File: src/rtl/pipe_skid_stage_pkg.sv
// Shared constants and the occupancy/state encoding for the front-end pipeline stage.
package pipe_pkg;

  localparam int PC_W_DEF   = 64;
  localparam int INST_W_DEF = 32;

  localparam logic [31:0] RISCV_NOP = 32'h0000_0013;

  // State encoding doubles as the occupancy count reported to the outside.
  typedef enum logic [1:0] {
    OCC_EMPTY = 2'd0,
    OCC_ONE   = 2'd1,
    OCC_FULL  = 2'd2
  } occ_e;

endpackage

File: src/rtl/pipe_skid_stage_if.sv
// Handshake bundle between an upstream producer, the stage and its downstream consumer.
interface pipe_skid_stage_if #(
  parameter int PC_W   = 64,
  parameter int INST_W = 32
);
  logic              in_valid;
  logic              in_ready;
  logic [PC_W-1:0]   in_pc;
  logic [INST_W-1:0] in_inst;
  logic              out_valid;
  logic              out_ready;
  logic [PC_W-1:0]   out_pc;
  logic [INST_W-1:0] out_inst;
  logic              flush;
  logic [1:0]        occupancy;

  modport master (
    output in_valid, in_pc, in_inst, out_ready, flush,
    input  in_ready, out_valid, out_pc, out_inst, occupancy
  );

  modport slave (
    input  in_valid, in_pc, in_inst, out_ready, flush,
    output in_ready, out_valid, out_pc, out_inst, occupancy
  );
endinterface

File: src/rtl/pipe_skid_stage_entry.sv
// One valid+payload holding register; clear wins over load, payload kept on clear.
module pipe_entry
  import pipe_pkg::*;
#(
  parameter int PC_W   = PC_W_DEF,
  parameter int INST_W = INST_W_DEF
) (
  input  logic              clk,
  input  logic              reset,
  input  logic              i_load,
  input  logic              i_clear,
  input  logic [PC_W-1:0]   i_pc,
  input  logic [INST_W-1:0] i_inst,
  output logic              o_valid,
  output logic [PC_W-1:0]   o_pc,
  output logic [INST_W-1:0] o_inst
);

  logic              r_valid;
  logic [PC_W-1:0]   r_pc;
  logic [INST_W-1:0] r_inst;

  always_ff @(posedge clk or posedge reset) begin
    if (reset) begin
      r_valid <= 1'b0;
      r_pc    <= '0;
      r_inst  <= '0;
    end else if (i_clear) begin
      r_valid <= 1'b0;
    end else if (i_load) begin
      r_valid <= 1'b1;
      r_pc    <= i_pc;
      r_inst  <= i_inst;
    end
  end

  assign o_valid = r_valid;
  assign o_pc    = r_pc;
  assign o_inst  = r_inst;

endmodule

File: src/rtl/pipe_skid_stage.sv
// Pipeline stage register with optional one-entry skid buffer, flush and occupancy report.
module pipe_skid_stage
  import pipe_pkg::*;
#(
  parameter int                PC_W        = PC_W_DEF,
  parameter int                INST_W      = INST_W_DEF,
  parameter logic [INST_W-1:0] BUBBLE_INST = INST_W'(RISCV_NOP),
  parameter bit                SKID_EN     = 1'b1
) (
  input  logic                  clk,
  input  logic                  reset,
  pipe_skid_stage_if.slave      bus
);

  occ_e              r_state;
  occ_e              w_state_nxt;
  logic              w_in_ready;
  logic              w_accept;
  logic              w_consume;
  logic              w_main_load;
  logic              w_main_clr;
  logic              w_main_from_skid;
  logic              w_skid_load;
  logic              w_skid_clr;
  logic              w_main_valid;
  logic [PC_W-1:0]   w_main_pc;
  logic [INST_W-1:0] w_main_inst;
  logic              w_skid_valid;
  logic [PC_W-1:0]   w_skid_pc;
  logic [INST_W-1:0] w_skid_inst;
  logic [PC_W-1:0]   w_main_d_pc;
  logic [INST_W-1:0] w_main_d_inst;

  assign w_accept  = bus.in_valid & w_in_ready;
  assign w_consume = w_main_valid & bus.out_ready;

  always_ff @(posedge clk or posedge reset) begin
    if (reset) r_state <= OCC_EMPTY;
    else       r_state <= w_state_nxt;
  end

  always_comb begin
    w_state_nxt      = r_state;
    w_main_load      = 1'b0;
    w_main_clr       = 1'b0;
    w_main_from_skid = 1'b0;
    w_skid_load      = 1'b0;
    w_skid_clr       = 1'b0;
    if (bus.flush) begin
      w_state_nxt = OCC_EMPTY;
      w_main_clr  = 1'b1;
      w_skid_clr  = 1'b1;
    end else begin
      unique case (r_state)
        OCC_EMPTY: if (w_accept) begin
          w_state_nxt = OCC_ONE;
          w_main_load = 1'b1;
        end
        OCC_ONE: begin
          if (w_accept && w_consume) begin
            w_main_load = 1'b1;
          end else if (w_accept) begin
            w_state_nxt = OCC_FULL;
            w_skid_load = 1'b1;
          end else if (w_consume) begin
            w_state_nxt = OCC_EMPTY;
            w_main_clr  = 1'b1;
          end
        end
        OCC_FULL: if (w_consume && w_skid_valid) begin
          w_state_nxt      = OCC_ONE;
          w_main_load      = 1'b1;
          w_main_from_skid = 1'b1;
          w_skid_clr       = 1'b1;
        end
        default: w_state_nxt = OCC_EMPTY;
      endcase
    end
  end

  assign w_main_d_pc   = w_main_from_skid ? w_skid_pc   : bus.in_pc;
  assign w_main_d_inst = w_main_from_skid ? w_skid_inst : bus.in_inst;

  pipe_entry #(.PC_W(PC_W), .INST_W(INST_W)) u_main (
    .clk     (clk),
    .reset   (reset),
    .i_load  (w_main_load),
    .i_clear (w_main_clr),
    .i_pc    (w_main_d_pc),
    .i_inst  (w_main_d_inst),
    .o_valid (w_main_valid),
    .o_pc    (w_main_pc),
    .o_inst  (w_main_inst)
  );

  // With the skid entry, in_ready is a flop so it never depends on out_ready.
  if (SKID_EN) begin : g_skid
    logic r_in_ready;

    always_ff @(posedge clk or posedge reset) begin
      if (reset) r_in_ready <= 1'b1;
      else       r_in_ready <= (w_state_nxt != OCC_FULL);
    end

    assign w_in_ready = r_in_ready;

    pipe_entry #(.PC_W(PC_W), .INST_W(INST_W)) u_skid (
      .clk     (clk),
      .reset   (reset),
      .i_load  (w_skid_load),
      .i_clear (w_skid_clr),
      .i_pc    (bus.in_pc),
      .i_inst  (bus.in_inst),
      .o_valid (w_skid_valid),
      .o_pc    (w_skid_pc),
      .o_inst  (w_skid_inst)
    );
  end else begin : g_noskid
    assign w_in_ready   = bus.out_ready | ~w_main_valid;
    assign w_skid_valid = 1'b0;
    assign w_skid_pc    = '0;
    assign w_skid_inst  = '0;
  end

  assign bus.in_ready  = w_in_ready;
  assign bus.out_valid = w_main_valid;
  assign bus.out_pc    = w_main_pc;
  assign bus.out_inst  = w_main_valid ? w_main_inst : BUBBLE_INST;
  assign bus.occupancy = r_state;

endmodule

File: src/flat_wrapper.sv
// flat-port wrapper written by rule: the top's interface ports become plain ports
module pipe_skid_stage_flat import pipe_pkg::*;
#(
  parameter int                PC_W        = PC_W_DEF,
  parameter int                INST_W      = INST_W_DEF,
  parameter logic [INST_W-1:0] BUBBLE_INST = INST_W'(RISCV_NOP),
  parameter bit                SKID_EN     = 1'b1
)
  (clk, reset, bus_in_valid, bus_in_pc, bus_in_inst, bus_out_ready, bus_flush, bus_in_ready, bus_out_valid, bus_out_pc, bus_out_inst, bus_occupancy);
  pipe_skid_stage_if #(.PC_W(PC_W), .INST_W(INST_W)) bus_i ();
  input  logic clk;
  input  logic reset;
  input wire logic [$bits(bus_i.in_valid)-1:0] bus_in_valid;
  input wire logic [$bits(bus_i.in_pc)-1:0] bus_in_pc;
  input wire logic [$bits(bus_i.in_inst)-1:0] bus_in_inst;
  input wire logic [$bits(bus_i.out_ready)-1:0] bus_out_ready;
  input wire logic [$bits(bus_i.flush)-1:0] bus_flush;
  output wire logic [$bits(bus_i.in_ready)-1:0] bus_in_ready;
  output wire logic [$bits(bus_i.out_valid)-1:0] bus_out_valid;
  output wire logic [$bits(bus_i.out_pc)-1:0] bus_out_pc;
  output wire logic [$bits(bus_i.out_inst)-1:0] bus_out_inst;
  output wire logic [$bits(bus_i.occupancy)-1:0] bus_occupancy;
  assign bus_i.in_valid = bus_in_valid;
  assign bus_i.in_pc = bus_in_pc;
  assign bus_i.in_inst = bus_in_inst;
  assign bus_i.out_ready = bus_out_ready;
  assign bus_i.flush = bus_flush;
  assign bus_in_ready = bus_i.in_ready;
  assign bus_out_valid = bus_i.out_valid;
  assign bus_out_pc = bus_i.out_pc;
  assign bus_out_inst = bus_i.out_inst;
  assign bus_occupancy = bus_i.occupancy;
  pipe_skid_stage #(.PC_W(PC_W), .INST_W(INST_W), .BUBBLE_INST(BUBBLE_INST), .SKID_EN(SKID_EN)) u_core (.clk(clk), .reset(reset), .bus(bus_i));
endmodule
File: config.mk
export PLATFORM = sky130hd
export DESIGN_NAME = pipe_skid_stage_flat
export DESIGN_NICKNAME = d
export VERILOG_FILES = /design/src/rtl/pipe_skid_stage_pkg.sv /design/src/rtl/pipe_skid_stage_if.sv /design/src/rtl/pipe_skid_stage_entry.sv /design/src/rtl/pipe_skid_stage.sv /design/src/flat_wrapper.sv
export SDC_FILE = /design/constraint.sdc
export NUM_CORES = 1
export LEC_CHECK = 0
export CORE_ASPECT_RATIO = 0.5
export CORE_MARGIN = 3
export CORE_UTILIZATION = 30
export DETAILED_ROUTE_END_ITERATION = 7
export PLACE_DENSITY = 0.53
export SLEW_MARGIN = 20
export SYNTH_ARGS = -nofsm -noshare
export SYNTH_HDL_FRONTEND = slang
export SYNTH_SLANG_ARGS = --single-unit
File: constraint.sdc
create_clock -name clk -period 7.64 [get_ports clk]
set_clock_uncertainty 0.15 [all_clocks]
set_input_delay 1.146 -clock clk [delete_from_list [all_inputs] [get_ports clk]]
set_output_delay 1.146 -clock clk [all_outputs]
set_load 0.1 [all_outputs]
### Word level (Yosys, flattened, before mapping)

Cells that the tools add are included.

| cells by class | value |
|---|---|
| equality and inequality tests | 3 |
| muxes and demuxes | 30 |
| bitwise logic cells | 4 |
| reductions and logical operators | 7 |

Operators by type and width:

| cell | count |
|---|---|
| $mux 32 | 2 |
| $mux 64 | 1 |
| $mux 1 | 19 |
| $mux 2 | 6 |
| $pmux 2 s3 | 1 |
| $reduce_and 2->1 | 2 |
| $reduce_bool 2->1 | 2 |
| $pmux 1 s3 | 1 |
| $and 1x1->1 | 2 |
| $eq 2x1->1 const B | 1 |
| $eq 2x2->1 const B | 1 |
| $logic_and 1x1->1 | 2 |
| $logic_not 2->1 | 1 |
| $ne 2x2->1 const B | 1 |
| $not 1->1 | 2 |

| storage, ports and cells | value |
|---|---|
| flip-flop bits (word level) | 197 |
| input port bits | 101 |
| output and inout bits | 100 |
| logic and storage cells | 52 |

### Longest topological paths before layout

Gate-level depths: netlist of the first run.

| depth | value |
|---|---|
| word-level depth | 8 |
| mapped depth | 8 |
| mapped depth without buffers | 3 |

### Hierarchy

A second synthesis of the first run with hierarchy kept.

| second synthesis, totals | value |
|---|---|
| cell total of the unflattened synthesis | 583 |
| area total of the unflattened synthesis | 9,396.5 µm² |

Modules (own cells, without submodules):

| module | times used | cells an instance | area an instance (µm²) | seq. area each (µm²) |
|---|---|---|---|---|
| pipe_entry | 2 | 208 | 3,814.9 | 2,427.3 |
| pipe_skid_stage | 1 | 167 | 1,766.7 | 76.3 |

### Worst setup path after synthesis of the first run

No wires, ideal clock.

| timing path | value |
|---|---|
| path type | reg-to-output |
| from | register u_core.u_main.r_valid, in the netlist u_core.u_main.o_valid |
| to | output bus_out_inst[24] |
| arrival | 2,215 ps |
| required time | 6,344 ps |
| setup slack | 4,129 ps |
| cell stages (with the launch flop) | 4 |
| buffers on the path | 2 |
| path through | dfrtp_1 buf_2 clkbuf_1 and2_1 |

| on the way | value |
|---|---|
| word-level cells in the longest chain between the ends | 1 |

Ends and longest elaborated chain:

| element | line | RTL |
|---|---|---|
| start, declared | pipe_skid_stage_entry.sv:19 | `logic r_valid;` |
| start signal, assigned | pipe_skid_stage_entry.sv:25 | `r_valid <= 1'b0;` |
| start signal, assigned | pipe_skid_stage_entry.sv:29 | `r_valid <= 1'b0;` |
| start signal, assigned | pipe_skid_stage_entry.sv:31 | `r_valid <= 1'b1;` |
| $mux 32 | pipe_skid_stage.sv:128 | `assign bus.out_inst = w_main_valid ? w_main_inst : BUBBLE_INST;` |
| end, declared | flat_wrapper.sv:21 | `output wire logic [$bits(bus_i.out_inst)-1:0] bus_out_inst;` |

Every way passes these cells.

### Worst setup path in the final report of the first run

| timing path | value |
|---|---|
| from | input bus_out_ready |
| to | register u_core.g_skid.u_skid.r_pc[34], in the netlist u_core.g_skid.u_skid.o_pc[34] |

| on the way | value |
|---|---|
| word-level cells in the longest chain between the ends | 7 |
| elaborated cells on any way between the ends | 11 |
| those cells by class | 6 x mux; 2 x bitwise; 3 x reduce/logical |

Ends and longest elaborated chain:

| element | line | RTL |
|---|---|---|
| start, declared | flat_wrapper.sv:16 | `input wire logic [$bits(bus_i.out_ready)-1:0] bus_out_ready;` |
| $and 1x1->1 (*) | pipe_skid_stage.sv:35 | `assign w_consume = w_main_valid & bus.out_ready;` |
| $logic_and 1x1->1 | pipe_skid_stage.sv:70 | `OCC_FULL: if (w_consume && w_skid_valid) begin` |
| $mux 1 | pipe_skid_stage.sv:70 |  |
| $mux 1 | pipe_skid_stage.sv:54 | `unique case (r_state)` |
| $mux 1 | pipe_skid_stage.sv:49 | `if (bus.flush) begin` |
| $not 1->1 (no line) | -- |  |
| $reduce_and 2->1 (no line) (*) | -- |  |
| end signal, assigned | pipe_skid_stage_entry.sv:32 | `r_pc <= i_pc;` |
| end, declared | pipe_skid_stage_entry.sv:20 | `logic [PC_W-1:0] r_pc;` |

Every way passes the cells marked *; elsewhere a longest branch is shown, timed or not.
A chain may end at the register's enable or synchronous reset.

==> run metrics, run 1 <==
Worst Hold Class flop to flop; largest net degree at the start of global routing 114; Final period util 52.74%; Yosys warnings 0; total global routing track utilization 16.96%; CTS tree yes; VDD IR max 0.0001702 V; Rel. slew slack 29.02%; Final ANT Viol Nets 0; status complete, no violations; grt total ovfl 0; die area 32810 um2; setup tns final 0 ps; Hold Buf Count CTS 0; synthesized flop and latch total 197; postcts setup bufs 0; CTS buffer count 17; syn nets 914; most frequent cells after synthesis dfrtp_1 (196), nor3_1 (192), inv_1 (98), mux2_2 (96), a311oi_1 (56); most common cell in the netlist dfrtp_1; top cell type by total area after synthesis dfrtp_1; Post-synth EDFFs 0; Critical Path Source Type input pin; post-DR wirelength/cell 20.21 um; Synth top area share 53.52%; RSZ-0062 raised after global routing false; top_reg_cell synth dfrtp_1; global-route wire length before repair 43500 um; Final Setup Violations 0; IO Count 201; DRC viols 0; Tightest Pin Transition 1061 ps; Syn Area/Cell 11.27 um2; nets@finish 1063; Max Clock Freq 0.2482 GHz; CORE AREA 29510 um2; row cnt 44; I/O Buffers 200; share of cells above drive strength 1 19.08%; Die Ht 129.6 um; Clock transition at path regs 70 ps; max-slew violation count 0; power density over cell area 379.8 nW/um2; PnR worst setup slack 3611 ps; maxcap violations 0; kind of critical path input pin to flop; Iteration-0 DRC Markers 486; detailed placer's ending HPWL 16540 um; Die Wd 253.2 um; Max clock buf depth 2; vias in the first global route 7387; Worst EP required 7810 ps; Syn Std Cell Area 9164 um2; Vias/cell 5.128; initial antenna violation count 1; Syn Inst Count 813; Synth area leaders dfrtp_1 (54%), mux2_2 (12%), nor3_1 (10%), a311oi_2 (6.6%), a311oi_1 (5.4%); gpl congestion 0.7371; Worst Setup End Kind flop; min cycle time layout 4029 ps; Initial DRT Pass Iterations 6; Overall Power 4.574 mW; sequential-to-total area share from yosys stat 53.81%; H-tree levels 4; design area 12040 um2; final hold violation count 0; Syn-to-layout area delta 31.43%; Post-Place Worst Slack 3128 ps; post_cts resized 0; Synth async-reset ratio 100.0%; CTS root buffer clkbuf_16; Critical Path Fanout Max 56; initial core utilization 31.05%; Yosys cell types 26; clock insertion delay at the later pin of the skew report 440 ps; Clock Sinks 197; Worst EP arrival 4200 ps; vias 7015; total wire length 27650 um; Lkg Pwr 4.982 nW; Placed Area 11410 um2
logic make-up (layout without fill, tap and decap cells):
logic type             Yosys count  in the layout  share of synthesized area (%)
multiplexers                    96             96                          11.80
other                            0              2                              0
flip-flops                     197            197                          53.81
buffers and inverters          177            339                          8.288
AND/OR/NAND/NOR                237            237                          13.46
XOR/XNOR                         1              1                        0.09559
AO/OA/AOI/OAI                  105            105                          12.55
layout by cell type, fill, tap and decap left out:
cell,count
a21oi_1,2
buf_4,6
a31oi_1,1
and2_1,29
inv_6,3
o21ai_0,1
nand4_4,1
nand2_4,1
clkdlybuf4s50_1,200
o31ai_1,2
buf_6,3
a211oi_1,1
diode_2,2
a21boi_4,1
nor3_1,192
inv_8,1
clkbuf_8,2
xor2_1,1
a311oi_2,40
mux2_2,96
clkinv_2,1
bufinv_16,3
clkinv_4,4
nand4_1,1
dfrtp_1,196
nor2_1,3
nand4bb_4,2
inv_1,97
dfstp_2,1
clkbuf_16,17
clkinvlp_4,2
nand2_1,6
a311oi_1,56
a21o_1,1
or2_4,2
registers in the layout (all words and copies together) (netlist names):
| name | flops |
|---|---|
| u_core.bus.in_ready | 1 |
| u_core.bus.occupancy | 2 |
| u_core.g_skid.u_skid.o_inst | 32 |
| u_core.g_skid.u_skid.o_pc | 64 |
| u_core.g_skid.u_skid.o_valid | 1 |
| u_core.u_main.o_inst | 32 |
| u_core.u_main.o_pc | 64 |
| u_core.u_main.o_valid | 1 |
final timing paths:
| kind | from | to | slack (ps) | cells after the start |
|---|---|---|---|---|
| hold reg to reg | u_core.g_skid.u_skid.o_pc[41] | u_core.g_skid.u_skid.o_pc[41] | 360 | 1 |
| setup reg to reg | u_core.u_main.o_valid | u_core.g_skid.u_skid.o_pc[34] | 4250 | 5 |
| max in group asynchronous | reset | u_core.g_skid.u_skid.o_inst[18] | 4940 | 3 |
| min in group asynchronous | reset | u_core.u_main.o_pc[48] | 1080 | 2 |
| hold / removal | u_core.g_skid.u_skid.o_pc[41] | u_core.g_skid.u_skid.o_pc[41] | 360 | 1 |
| setup / recovery | bus_out_ready | u_core.g_skid.u_skid.o_pc[34] | 3610 | 5 |
report_power, final:
part	total, mW	internal (mW)	switching, mW
Clock	0.964	0.538	0.425
Combinational	1.94	0.595	1.34
Sequential	1.67	1.45	0.220
critical path, stage by stage:
cell and delay (ps):
clkdlybuf4s50_1 540, a21boi_4 640, nand4_4 790, buf_4 650, mux2_2 380
layout make-up:
cell class	count	area, um2
well taps	391	489.2
clock buffers	19	452.9
diodes	2	5.005
inverters	98	375.4
fillers	2847	17460
multi-input cells	439	3538
repair buffers	209	2081
flip-flops and latches	197	4931
clock inverters	13	171.4
through the flow:
step	util, %	instances	hold slack [ps]
global route	40.81	1367	371.7
global placement	38.64	1334	338.6
CTS	40.79	1366	361.2
detailed placement	38.67	1334	344.9
finish	40.82	1368	361.8
floorplan	-	813	330.9
routing by layer:
layer | vias to the layer above | GRT usage, % | share of wire, %
met2 | 114 | 29.90 | 53
met1 | 3662 | 21.80 | 43
met5 | - | 0 | 0
met3 | 27 | 2.828 | 2.5
met4 | 0 | 4.636 | 1.3
li1 | 3212 | - | -
(Power assumes the default switching activity.)
==> inputs of run 2 (changes only) <==
--- a/config.mk
+++ b/config.mk
@@ -9,7 +9,7 @@
 export CORE_MARGIN = 3
 export CORE_UTILIZATION = 30
 export DETAILED_ROUTE_END_ITERATION = 7
-export PLACE_DENSITY = 0.53
+export PLACE_DENSITY = 0.55
 export SLEW_MARGIN = 20
 export SYNTH_ARGS = -nofsm -noshare
 export SYNTH_HDL_FRONTEND = slang
==> constraint.sdc (replaced) <==
create_clock -name clk -period 3.7 [get_ports clk]
set_clock_uncertainty 0.15 [all_clocks]
set_input_delay 0.555 -clock clk [delete_from_list [all_inputs] [get_ports clk]]
set_output_delay 0.555 -clock clk [all_outputs]
set_load 0.1 [all_outputs]
==> run 2 against run 1 <==
Effect of this change: first-iteration DRC count decreased by 12%; critical path depth shrank 4; die area unchanged; sequential share of layout area is 0.28 points lower; flip-flop and latch count is the same; cell count increased by 0.37%; via count grew 0.58%; register-to-register slack got worse by 3100 ps; critical endpoint is now bus_occupancy[0].
==> run metrics, run 2 (synthesized netlist as in run 1, its figures left out) <==
status complete, no violations; Clock Sinks 197 (unchanged); clock insertion delay at the later pin of the skew report 450 ps (about the same); min cycle time layout 2841 ps; Placed Area 11460 um2 (+0.45%); CTS buffer count 17 (unchanged); Hold Buf Count CTS 0 (unchanged); Final ANT Viol Nets 0 (unchanged); worst hold start u_core.g_skid.u_skid.o_inst[20]; Worst Hold Class flop to flop; Critical path origin u_core.bus.occupancy[0]; RSZ-0062 raised after global routing false; Worst EP required 2990 ps (-4820 ps); Clock transition at path regs 70 ps (about the same); Worst Setup End Kind primary output; Switch Pwr 4.092 mW (+110%); postcts setup bufs 0 (unchanged); Initial DRT Pass Iterations 5 (-1); Syn-to-layout area delta 32.35%; CP max stage delay 1230 ps (+440 ps); Critical Path Source Type flop; max-slew violation count 0 (unchanged); vias 7056 (+0.58%); Tightest Pin Transition 1045 ps (-16.66 ps); Iteration-0 DRC Markers 428 (-12%); worst reg2reg startpoint u_core.u_main.o_valid; Die Wd 253.2 um (unchanged); post_cts resized 0 (unchanged); H-tree levels 4 (unchanged); commonest non-fill, non-tap cell in the layout dfrtp_1; vias in the first global route 7320 (-0.91%); grt total ovfl 0 (unchanged); post-DR wirelength/cell 20.41 um (+1.0%); Lkg Pwr 5.117 nW (+2.7%); Final Setup Violations 0 (unchanged); design area 12130 um2 (+0.70%); Vias/cell 5.139 (+0.22%); critical path's slowest cell clkdlybuf4s50_1; detailed placer's ending HPWL 16760 um (+1.3%); setup tns final 0 ps (unchanged); die area 32810 um2 (unchanged); VDD IR max 0.0003968 V (+130%); most frequent cells in the layout dfrtp_1 (196), nor3_1 (192), clkdlybuf4s50_1 (165); row cnt 44 (unchanged); initial antenna violation count 2 (+1); Crit path max-delay family buffers and inverters; sequential share of power 35.9% (-0.6 points); CTS tree yes; WP buf/inv 1 (-1); Rel. slew slack 30.13% (+1.1 points); I/O Buffers 200 (unchanged); CORE AREA 29510 um2 (unchanged); Die Ht 129.6 um (unchanged); Worst EP arrival 2140 ps (-2060 ps); total global routing track utilization 17.20% (+0.24 points); power density over cell area 790.0 nW/um2 (+110%); Final period util 76.78%; total wire length 28030 um (+1.4%); Max Clock Freq 0.3520 GHz; CP Cell Sequence clkdlybuf4s50_1; Clock power frac 22.1% (+1.0 points); Max clock buf depth 2 (unchanged); initial core utilization 31.05% (unchanged); Cell Int Power 5.490 mW (+110%); gpl congestion 0.7647 (+3.7%); power share of the combinational group 41.9% (-0.5 points); share of cells above drive strength 1 22.88% (+3.8 points); kind of critical path flop to primary output; sw frac 42.70% (-0.81 points); post-layout util 41.10% (+0.28 points); maxcap violations 0 (unchanged); reg2reg setup slack 1120 ps (-3130 ps); global-route wire length before repair 43750 um (+0.59%); nets@finish 1068 (+0.47%); Critical Path Fanout Max 7 (-88%); largest net degree at the start of global routing 132 (+16%); DRC viols 0 (unchanged); CTS root buffer clkbuf_16; final hold violation count 0 (unchanged); IO Count 201 (unchanged)
-- run 2: cell count changes in the layout (fill, tap and decap cells not counted), moves of 2 or more --
cell / change
clkdlybuf4s50_1: -35
clkbuf_8: -2
buf_12: +9
bufinv_16: +3
clkinv_2: +2
clkinv_4: -3
buf_4: +34
buf_6: -3
-- run 2: layout make-up --
type	count	area [um2]
multi-input combinational	439	3538
inverter	98	371.6
fill	2807	17380
tap	391	489.2
sequential	197	4931
clock buffer	18	429.2
antenna	3	7.507
clock inverter	13	229.0
timing repair buffer	214	2132
-- run 2: routing by layer --
layer	share of wire (%)	routed length [um]	vias to the layer above	global-route usage (%)
met5	0	0	-	0
met4	2.1	597	0	6.058
met3	2.8	779	31	3.389
met2	52	14490	114	29.13
met1	43	12160	3686	22.20
li1	-	-	3225	-
-- run 2: metrics by stage --
stage | hold slack [ps] | std cells | worst slack, ps | power [mW]
2_1_floorplan | 330.9 | 813 | 449.4 | 6.459
3_3_place_gp | 338.2 | 1339 | 756.9 | 7.419
3_5_place_dp | 344.5 | 1339 | 727.3 | 7.515
4_1_cts | 362.0 | 1370 | 830.7 | 9.662
5_1_grt | 365.2 | 1372 | 773.8 | 9.997
6_report | 357.3 | 1373 | 859.2 | 9.581
-- run 2: power groups by stage --
| stage | Sequential, mW | Clock (mW) | Combinational (mW) |
|---|---|---|---|
| final | 3.44 | 2.12 | 4.02 |
| after detailed placement | 3.47 | 0 | 4.04 |
| after CTS | 3.44 | 2.17 | 4.05 |
| after global routing | 3.54 | 2.26 | 4.20 |
| after global placement | 3.44 | 0 | 3.98 |
| after floorplan | 4.91 | 0 | 1.55 |
-- run 2: final timing paths --
check,end,cells after the start
max in group asynchronous,u_core.u_main.o_pc[48],3
worst max register to register,u_core.u_main.o_pc[34],4
worst min-delay path,u_core.g_skid.u_skid.o_inst[20],1
worst min register to register,u_core.g_skid.u_skid.o_inst[20],1
min in group asynchronous,u_core.u_main.o_pc[12],3
worst max-delay path,bus_occupancy[0],1
==> inputs of run 3 (changes only) <==
==> constraint.sdc (replaced) <==
create_clock -name clk -period 2.45 [get_ports clk]
set_clock_uncertainty 0.15 [all_clocks]
set_input_delay 0.3675 -clock clk [delete_from_list [all_inputs] [get_ports clk]]
set_output_delay 0.3675 -clock clk [all_outputs]
set_load 0.1 [all_outputs]
==> run 3 against run 2 <==
Effect of this change: cell count rose by 0.66%; register-to-register slack got worse by 650 ps; flip-flop and latch count did not move; hold slack got worse by 65 ps; clock power rose by 35%; sequential power rose by 51%; die area did not move; first-iteration DRC count rose by 14%; critical path depth rose by 2; wire length rose by 0.49%; total power rose by 50%.
==> run metrics, run 3 (synthesized netlist as in run 1, its figures left out) <==
Tightest Pin Transition 560.4 ps (-484.4 ps); I/O Buffers 200 (unchanged); power density over cell area 1149 nW/um2 (+45%); die area 32810 um2 (unchanged); Initial DRT Pass Iterations 4 (-1); CTS root buffer clkbuf_16; Vias/cell 5.132 (-0.13%); VDD IR max 0.0005769 V (+45%); global-route wire length before repair 44240 um (+1.1%); Crit path max-delay family flip-flops; Max Clock Freq 0.4460 GHz; Syn-to-layout area delta 36.20%; Clock power frac 20.0% (-2.1 points); Worst EP required 1930 ps (-1060 ps); Hold Buf Count CTS 0 (unchanged); status complete, no violations; Die Ht 129.6 um (unchanged); design area 12480 um2 (+2.9%); Overall Power 14.34 mW (+50%); maxcap violations 0 (unchanged); Cell Count Post-Placement 1350 (+0.82%); post_cts resized 0 (unchanged); RSZ-0062 raised after global routing false; Clock Sinks 197 (unchanged); H-tree levels 4 (unchanged); Cell Int Power 8.153 mW (+49%); Switch Pwr 6.190 mW (+51%); Critical Path Fanout Max 17 (+10); final hold violation count 0 (unchanged); vias 7093 (+0.52%); DRC viols 0 (unchanged); WHS 291.9 ps (-65.48 ps); power share of the combinational group 43.6% (+1.7 points); Die Wd 253.2 um (unchanged); clock insertion delay at the later pin of the skew report 440 ps (about the same); CP Cell Sequence buf_4 > and2_2 > buf_12; Iteration-0 DRC Markers 486 (+14%); largest net degree at the start of global routing 97 (-27%); initial core utilization 31.05% (unchanged); total global routing track utilization 17.39% (+0.19 points); CP max stage delay 580 ps (-650 ps); Worst Hold Class input pin to asynchronous set/reset pin; detailed placer's ending HPWL 17390 um (+3.8%); WP buf/inv 2 (+1); CTS tree yes; Final Non-Filler Cells 1382 (+0.66%); Final ANT Viol Nets 0 (unchanged); initial antenna violation count 1 (-1); sw frac 43.16% (+0.45 points); min cycle time layout 2242 ps; Final Setup Violations 0 (unchanged); critical path's slowest cell dfrtp_1; most frequent cells in the layout dfrtp_1 (196), nor3_1 (192), clkdlybuf4s50_1 (100); Critical Path Source Type flop; row cnt 44 (unchanged); grt total ovfl 0 (unchanged); Clock transition at path regs 70 ps (about the same); sequential share of power 36.3% (+0.4 points); vias in the first global route 7683 (+5.0%); CTS buffer count 17 (unchanged); Rel. slew slack 62.64% (+33 points); Max clock buf depth 2 (unchanged); Placed Area 11880 um2 (+3.7%); max-slew violation count 0 (unchanged); post-DR wirelength/cell 20.38 um (-0.17%); nets@finish 1079 (+1.0%); kind of critical path flop to primary output; Final period util 91.52%; Worst Setup End Kind primary output; Fill cells 2777 (-1.1%); CORE AREA 29510 um2 (unchanged); share of cells above drive strength 1 33.16% (+10 points); Lkg Pwr 5.329 nW (+4.1%); Worst EP arrival 1720 ps (-420 ps); postcts setup bufs 0 (unchanged); IO Count 201 (unchanged); commonest non-fill, non-tap cell in the layout dfrtp_1; gpl congestion 0.7287 (-4.7%); total wire length 28160 um (+0.49%)
==> run 3: changes by cell type in the layout (fill, tap and decap cells not counted), sizes merged <==
cell | before | now
inv | 99 | 97
clkinv | 4 | 2
clkinvlp | 2 | 4
diode | 3 | 2
buf | 49 | 125
clkdlybuf4s50 | 165 | 100
clkbuf | 18 | 23
bufinv | 6 | 2
==> run 3: worst paths after layout <==
path	start	endpoint	slack, ps	cells after the start
worst max-delay path	u_core.u_main.o_valid	bus_out_inst[9]	210	3
worst min register to register	u_core.g_skid.u_skid.o_inst[25]	u_core.g_skid.u_skid.o_inst[25]	360	1
worst min-delay path	reset	u_core.u_main.o_pc[11]	290	3
min in group clk	u_core.g_skid.u_skid.o_inst[25]	u_core.g_skid.u_skid.o_inst[25]	360	1
max in group asynchronous	reset	u_core.u_main.o_pc[43]	1370	3
worst max register to register	u_core.u_main.o_valid	u_core.u_main.o_pc[7]	470	5
==> run 3: layout make-up <==
class                           instances  area (um2)  area share, %
Sequential cell                       197        4931          39.51
Multi-Input combinational cell        439        3575          28.64
Timing Repair Buffer                  225        2515          20.15
Clock buffer                           23       498.0          3.990
Tap cell                              391       489.2          3.920
Inverter                               98       371.6          2.977
Clock inverter                          7       96.34         0.7719
Antenna cell                            2       5.005        0.04010
==> run 3: worst reg2reg max path: cells and delay by family (launching register included) <==
family,cells,cell delay (ps)
buffers and inverters,2,390
DFF,1,580
AOI/OAI and AO/OA,2,490
and+or+nand+nor,1,270
==> run 3: through the flow <==
step                setup TNS, ps  util [%]  setup slack, ps
floorplan                 -130570         -           -613.1
global placement                0     40.26            225.1
detailed placement              0     40.26            156.2
CTS                             0     42.28            184.6
global route                    0     42.29            94.76
finish                          0     42.30            207.8
==> run 3: power groups by stage <==
stage	Clock, mW	Combinational, mW	Sequential (mW)
floorplan	0	2.36	7.42
finish	2.87	6.26	5.21
CTS	2.94	6.32	5.20
global placement	0	6.22	5.19
global route	3.09	6.55	5.35
detailed placement	0	6.32	5.25
==> run 3: metal layers <==
| layer | share of wire (%) | wire length, um | up-vias | GRT usage [%] |
|---|---|---|---|---|
| met5 | 0 | 0 | - | 0 |
| met4 | 1.2 | 334 | 0 | 4.298 |
| met3 | 2.7 | 768 | 23 | 3.490 |
| met2 | 52 | 14650 | 97 | 30.70 |
| met1 | 44 | 12410 | 3731 | 22.11 |
| li1 | - | - | 3242 | - |
